--- src/rtl/fifo_syn_param.sv ---
// ---------------------------------------------------------------------------
// fifo_syn_param
// Parametrised single-clock FIFO with occupancy count, programmable
// almost-full / almost-empty thresholds and sticky overflow / underflow flags.
//
// Compile-time option:
//   FIFO_SYN_FWFT_EN  defined   -> first-word-fall-through read port
//                     undefined -> registered read data, one-cycle latency
//
// Parameters:
//   DATA_WIDTH     bits per entry
//   ADDR_WIDTH     log2 of depth (DEPTH = 2**ADDR_WIDTH)
//   AFULL_THRESH   almost_full  when count >= AFULL_THRESH  (1..DEPTH)
//   AEMPTY_THRESH  almost_empty when count <= AEMPTY_THRESH (0..DEPTH-1)
//
// Ports:
//   clk           rising-edge clock
//   reset         asynchronous active-high reset
//   w_en, w_data  write request and data
//   r_en          read (pop) request
//   err_clr       synchronous clear of overflow / underflow
//   r_data        read data
//   empty, full, almost_empty, almost_full, count   registered status
//   overflow      sticky: write attempted while full
//   underflow     sticky: read attempted while empty
// ---------------------------------------------------------------------------
module fifo_syn_param #(
  parameter int DATA_WIDTH    = 384,
  parameter int ADDR_WIDTH    = 3,
  parameter int AFULL_THRESH  = (2 ** ADDR_WIDTH) - 2,
  parameter int AEMPTY_THRESH = 1
) (
  input  logic                  clk,
  input  logic                  reset,
  input  logic                  w_en,
  input  logic [DATA_WIDTH-1:0] w_data,
  input  logic                  r_en,
  input  logic                  err_clr,
  output logic [DATA_WIDTH-1:0] r_data,
  output logic                  empty,
  output logic                  full,
  output logic                  almost_empty,
  output logic                  almost_full,
  output logic [ADDR_WIDTH:0]   count,
  output logic                  overflow,
  output logic                  underflow
);

  localparam int DEPTH = 2 ** ADDR_WIDTH;

  localparam logic [ADDR_WIDTH:0] CNT_ONE  = (ADDR_WIDTH + 1)'(1);
  localparam logic [ADDR_WIDTH:0] DEPTH_C  = (ADDR_WIDTH + 1)'(DEPTH);
  localparam logic [ADDR_WIDTH:0] AFULL_C  = (ADDR_WIDTH + 1)'(AFULL_THRESH);
  localparam logic [ADDR_WIDTH:0] AEMPTY_C = (ADDR_WIDTH + 1)'(AEMPTY_THRESH);

  // A zero almost-full threshold would make almost_full true while empty;
  // the reset value follows the same compare so the flag is never stale.
  localparam logic AFULL_RST = (AFULL_C == '0);

  // Storage is not reset; only pointers and status are.
  logic [DATA_WIDTH-1:0] mem_q [DEPTH];

  logic [ADDR_WIDTH:0] wr_ptr_q, wr_ptr_d;
  logic [ADDR_WIDTH:0] rd_ptr_q, rd_ptr_d;
  logic [ADDR_WIDTH:0] count_q, count_d;
  logic                empty_q, empty_d;
  logic                full_q, full_d;
  logic                aempty_q, aempty_d;
  logic                afull_q, afull_d;
  logic                ovf_q, ovf_d;
  logic                udf_q, udf_d;

  logic                  w_acc;
  logic                  r_acc;
  logic [ADDR_WIDTH-1:0] wr_addr;
  logic [ADDR_WIDTH-1:0] rd_addr;

  assign wr_addr = wr_ptr_q[ADDR_WIDTH-1:0];
  assign rd_addr = rd_ptr_q[ADDR_WIDTH-1:0];

  // Acceptance uses the registered flags from before the edge: a full FIFO
  // never takes a write in the same cycle as a read frees a slot, and an
  // empty FIFO never forwards a same-cycle write to the read side.
  assign w_acc = w_en & ~full_q;
  assign r_acc = r_en & ~empty_q;

  always_comb begin
    wr_ptr_d = wr_ptr_q;
    rd_ptr_d = rd_ptr_q;
    count_d  = count_q;

    if (w_acc) begin
      wr_ptr_d = wr_ptr_q + CNT_ONE;
    end
    if (r_acc) begin
      rd_ptr_d = rd_ptr_q + CNT_ONE;
    end

    unique case ({w_acc, r_acc})
      2'b10:   count_d = count_q + CNT_ONE;
      2'b01:   count_d = count_q - CNT_ONE;
      default: count_d = count_q;
    endcase
  end

  // Status flags are registered from count_d so they move on the same edge
  // as count itself.
  always_comb begin
    empty_d  = (count_d == '0);
    full_d   = (count_d == DEPTH_C);
    aempty_d = (count_d <= AEMPTY_C);
    afull_d  = (count_d >= AFULL_C);
  end

  // Sticky errors: a new event in the same cycle as err_clr keeps the flag set.
  always_comb begin
    ovf_d = ovf_q;
    udf_d = udf_q;
    if (err_clr) begin
      ovf_d = 1'b0;
      udf_d = 1'b0;
    end
    if (w_en & full_q) begin
      ovf_d = 1'b1;
    end
    if (r_en & empty_q) begin
      udf_d = 1'b1;
    end
  end

  always_ff @(posedge clk or posedge reset) begin
    if (reset) begin
      wr_ptr_q <= '0;
      rd_ptr_q <= '0;
      count_q  <= '0;
      empty_q  <= 1'b1;
      full_q   <= 1'b0;
      aempty_q <= 1'b1;
      afull_q  <= AFULL_RST;
      ovf_q    <= 1'b0;
      udf_q    <= 1'b0;
    end else begin
      wr_ptr_q <= wr_ptr_d;
      rd_ptr_q <= rd_ptr_d;
      count_q  <= count_d;
      empty_q  <= empty_d;
      full_q   <= full_d;
      aempty_q <= aempty_d;
      afull_q  <= afull_d;
      ovf_q    <= ovf_d;
      udf_q    <= udf_d;
    end
  end

  always_ff @(posedge clk) begin
    if (w_acc) begin
      mem_q[wr_addr] <= w_data;
    end
  end

`ifdef FIFO_SYN_FWFT_EN
  // Head entry is presented combinationally; forced to zero while empty so
  // stale array contents never leak out.
  assign r_data = empty_q ? '0 : mem_q[rd_addr];
`else
  logic [DATA_WIDTH-1:0] r_data_q, r_data_d;

  always_comb begin
    r_data_d = r_data_q;
    if (r_acc) begin
      r_data_d = mem_q[rd_addr];
    end
  end

  always_ff @(posedge clk or posedge reset) begin
    if (reset) begin
      r_data_q <= '0;
    end else begin
      r_data_q <= r_data_d;
    end
  end

  assign r_data = r_data_q;
`endif

  assign empty        = empty_q;
  assign full         = full_q;
  assign almost_empty = aempty_q;
  assign almost_full  = afull_q;
  assign count        = count_q;
  assign overflow     = ovf_q;
  assign underflow    = udf_q;

endmodule
--- config.mk ---
export PLATFORM = sky130hd
export DESIGN_NAME = fifo_syn_param
export DESIGN_NICKNAME = d
export VERILOG_FILES = /design/src/rtl/fifo_syn_param.sv
export SDC_FILE = /design/constraint.sdc
export NUM_CORES = 2
export LEC_CHECK = 0
export CAP_MARGIN = 20
export CORE_AREA = 4 4 473 475
export CTS_CLUSTER_SIZE = 28
export DETAILED_ROUTE_END_ITERATION = 16
export DIE_AREA = 0 0 477 479
export PLACE_DENSITY_LB_ADDON = 0.25
export SYNTH_ARGS = -nofsm -noshare
export SYNTH_HDL_FRONTEND = slang
export SYNTH_SLANG_ARGS = --single-unit
--- constraint.sdc ---
create_clock -name clk -period 33.2 [get_ports clk]
set_input_delay 6.64 -clock clk [delete_from_list [all_inputs] [get_ports clk]]
set_output_delay 6.64 -clock clk [all_outputs]
set_load 0.1 [all_outputs]
==> results.env <==
LAYOUT-DRIVE-GT1-SHARE_PCT=19.8
PLACEMENT.SETUP.WORST_SLACK_NS=20.98
HIGHEST_COUNT_CELLS_IN_THE_LAYOUT_IGNORING_FILL_AND_TAPS='sky130_fd_sc_hd__edfxtp_1, sky130_fd_sc_hd__clkdlybuf4s50_1, sky130_fd_sc_hd__mux4_2'
IO_PINS=783
STATUS='completed'
DESIGN_POWER_TOTAL_mW=15.3
SYNTHESIS.INSTANCES=5766
IRDROPWORSTVDD_uV=111
DIE_W_UM=477
SYNTH.NET_COUNT=6159
ROUTE.VIAS.TOTAL=60372
DETAIL-ROUTE-ANTENNA-NETS=0
DIE_AREA_UM2=228000
NETLIST_AREA_UM2=129000
GRT_OVERFLOW=0
UTILIZATION_PCT=68.9
TIGHTESTPINTRANSITION_NS=1.32
WORST_PATH_MOST_REPEATED_CELL='sky130_fd_sc_hd__buf_4'
YS.WARNINGS.COUNT=0
LAYOUT.CELL_AREA.NON_FILLER_UM2=151000
DETAILED_PLACE.AREA_UM2=140000
FINALNETCOUNT=7103
FMAX_MHz=89.6
YOSYS_MOST_USED_DFF='sky130_fd_sc_hd__edfxtp_1'
PLACE_CONGESTION=0.777
MET2_USAGE_PCT=39.4
MAX-SLEW-MARGIN-REL_PCT=11.7
WORST-ENDPOINT-REQUIRED_NS=33.76
NUMPLACEDINSTANCES=9222
GRT_SETUP_UNREPAIRED='false'
GRT_FIRST_PASS_WIRELENGTH_MM=416
NETLIST-CELL-TYPE-COUNT=31
GR-USAGE-MET3_PCT=5.88
CTS_BUFFERS=350
REPORT.FINAL.SETUP_VIOL=0
POSTCTSSETUPBUFFERS=0
CTS_MAX_LEVEL=5
POSTCTS_RESIZE_CNT=0
NUMBER_OF_GLOBAL_ROUTE_VIAS_BEFORE_REPAIR=62325
FINALCRITPERIODSHARE_PCT=33.6
PORT_BUFFERS=782
WORSTPATHMAXFANOUT=57
SYNTH_EDF_COUNT=3072
DP_HPWL_MM=161
SETUP.WORST_PATH.CLASS='input pin to register'
LEAKAGEPOWER_nW=50.3
CRITICAL_PATH.MAX_STAGE_DELAY_NS=0.82
ROWS=172
INITIAL_CORE_UTIL_PCT=58.7
YS_FF_LATCH=3472
FINAL.SETUP.TNS_NS=0
CTS_HOLD_BUFFERS=0
CTS.CLK_SLEW.WORST_PATHS_NS=0.06
FIN_CRIT_NS=11.16
GRT_ANTENNA_BEFORE_REPAIR=100
GLOBAL_ROUTE_USAGE_OVER_ALL_LAYERS_PCT=24.5
SHARE_OF_THE_YOSYS_CHIP_AREA_BELONGING_TO_REGISTERS_PCT=79.4
CRIT_PATH_SETUP_SLACK_LAYOUT_NS=22.04
DRCVIOLATIONCOUNT=0
PATH_CLASS_OF_THE_LOWEST_SLACK_MIN_DELAY_PATH='register to register'
SYNTH_ASYNC_SR_FLOP_SHARE_PCT=11.5
CP-END-KIND='register'
TIMING.CRITICAL_PATH.CELLS='clkdlybuf4s50_1 -> nor2b_1 -> nand2_1 -> nor2_4 -> buf_4 -> buf_4 -> buf_4 -> buf_4'
ROUTE.FINAL.WIRE_LENGTH_MM=279
DRT_PASS1_ITERATIONS=6
CHIPHEIGHT_UM=479
AREA.GROWTH.SYNTH_TO_FINAL_PCT=17.2
LAYOUTNONFILLERINSTCOUNT=9917
TRITONCTS='yes'
MAX_CAP_VIOL_COUNT=0
TOTAL_POWER_DENSITY_PER_CELL_AREA_nW_PER_UM2=101
FIN_WORST_SKEW_NS=0.0589
GRT_MAX_DEGREE=167
CLOCK_LATENCY_NS=0.96
CTS_ROOT_BUF='sky130_fd_sc_hd__clkbuf_16'
PLACEABLECOREAREA_UM2=219000
TOP_USAGE_LAYER='met2'
MOST_COMMON_CELL_AFTER_LAYOUT_FILL_AND_TAPS_ASIDE='sky130_fd_sc_hd__edfxtp_1'
SYN_AVG_CELL_AREA_UM2=22.3
WORST_EP_ARRIVAL_TIME_NS=11.71
CLOCK_SINKS=3472
MAX_STAGE_DELAY_CELL_WORST_PATH='sky130_fd_sc_hd__buf_4'
FINAL-MAX-SLEW-VIOLATION-COUNT=0
WHS_NS=0.483
CRITICAL_PATH.STARTPOINT_TYPE='input pin'
HOLD_VIOL=0
CLOCK_PATH_BUFFERS=4
DRT_FIRST_ITER_VIOLATIONS=6257
POST_DRT_VIA_CELL_RATIO=6.09
WL_PER_CELL_UM=28.2
GRTUSAGEMET1_PCT=33.9
[cells by family after synthesis]
group / count (synthesis) / share of synthesized area [%]
compound gates: 395 / 1.55
fa+ha+maj: 4 / 0.0388
xor+xnor: 7 / 0.0476
flops: 3472 / 79.4
buf+inv: 311 / 1.30
mux: 1153 / 16.4
simple gates: 424 / 1.26
[Yosys cell counts, types with 2 or more instances]
| library cell | instances | area, um2 |
|---|---|---|
| sky130_fd_sc_hd__edfxtp_1 | 3072 | 92200 |
| sky130_fd_sc_hd__mux4_2 | 768 | 17300 |
| sky130_fd_sc_hd__dfstp_2 | 2 | 52.6 |
| sky130_fd_sc_hd__nand2_1 | 400 | 1500 |
| sky130_fd_sc_hd__buf_1 | 28 | 105 |
| sky130_fd_sc_hd__nand2b_1 | 4 | 25.0 |
| sky130_fd_sc_hd__inv_1 | 7 | 26.3 |
| sky130_fd_sc_hd__buf_6 | 47 | 529 |
| sky130_fd_sc_hd__dfrtp_1 | 398 | 9960 |
| sky130_fd_sc_hd__inv_2 | 2 | 7.51 |
| sky130_fd_sc_hd__ha_1 | 4 | 50.1 |
| sky130_fd_sc_hd__nor3_1 | 5 | 25.0 |
| sky130_fd_sc_hd__o21ai_0 | 2 | 10.0 |
| sky130_fd_sc_hd__nor2b_1 | 2 | 12.5 |
| sky130_fd_sc_hd__nor2_1 | 9 | 33.8 |
| sky130_fd_sc_hd__buf_4 | 3 | 22.5 |
| sky130_fd_sc_hd__clkbuf_1 | 105 | 394 |
| sky130_fd_sc_hd__buf_2 | 119 | 596 |
| sky130_fd_sc_hd__nor3b_1 | 2 | 15.0 |
| sky130_fd_sc_hd__o21ai_1 | 386 | 1930 |
| sky130_fd_sc_hd__xnor2_1 | 7 | 61.3 |
| sky130_fd_sc_hd__mux2i_1 | 385 | 3850 |
[report_power, final]
part           switching (mW)  total (mW)  leakage [nW]  internal [mW]
registers               0.324        5.96          32.8           5.64
clock network            1.56        3.82          5.44           2.25
logic                    3.73        5.53          12.1           1.79
total                    5.62        15.3          50.3           9.68
[worst max-delay path: cells and delay by family]
family / cells / cell delay [ns]
AND/OR/NAND/NOR: 3 / 1.57
buffers and inverters: 5 / 3.36
[registers in the layout, indices dropped and copies added, names as in the netlist]
register	cells
almost_empty	1
mem_q	3072
count	4
r_data	384
rd_ptr_q	3
empty	1
underflow	1
full	1
wr_ptr_q	3
overflow	1
almost_full	1
[final timing paths]
check                                           to  slack (ns)                     from  cells past startpoint
setup / recovery            mem_q[3][39]$_DFFE_PP_       22.04                     w_en                      8
hold / removal              r_data[86]$_DFFE_PP0P_        0.48   r_data[86]$_DFFE_PP0P_                      2
setup reg to reg           r_data[120]$_DFFE_PP0P_       27.48  rd_ptr_q[1]$_DFFE_PP0P_                      7
hold reg to reg             r_data[86]$_DFFE_PP0P_        0.48   r_data[86]$_DFFE_PP0P_                      2
max in group asynchronous   r_data[30]$_DFFE_PP0P_       24.40                    reset                      5
min in group asynchronous     overflow$_DFFE_PP0P_        6.14                    reset                      2
[area by class of cell]
cell class	count	area (um2)
Multi-Input combinational cell	1983	25000
Inverter	9	41.3
Clock inverter	122	1280
Timing Repair Buffer	894	8900
Clock buffer	499	9820
Tap cell	2871	3590
Antenna cell	67	168
Fill cell	12935	68300
Sequential cell	3472	102000
[layer usage]
metal | vias to the layer above | routed length (um) | share of wire (%)
met4 | 64 | 8790 | 3.1
met5 | - | 390 | 0.14
li1 | 25629 | - | -
met1 | 31874 | 109000 | 39
met2 | 2292 | 140000 | 50
met3 | 513 | 21400 | 7.7
No activity file was read; power rests on OpenSTA's default activity.
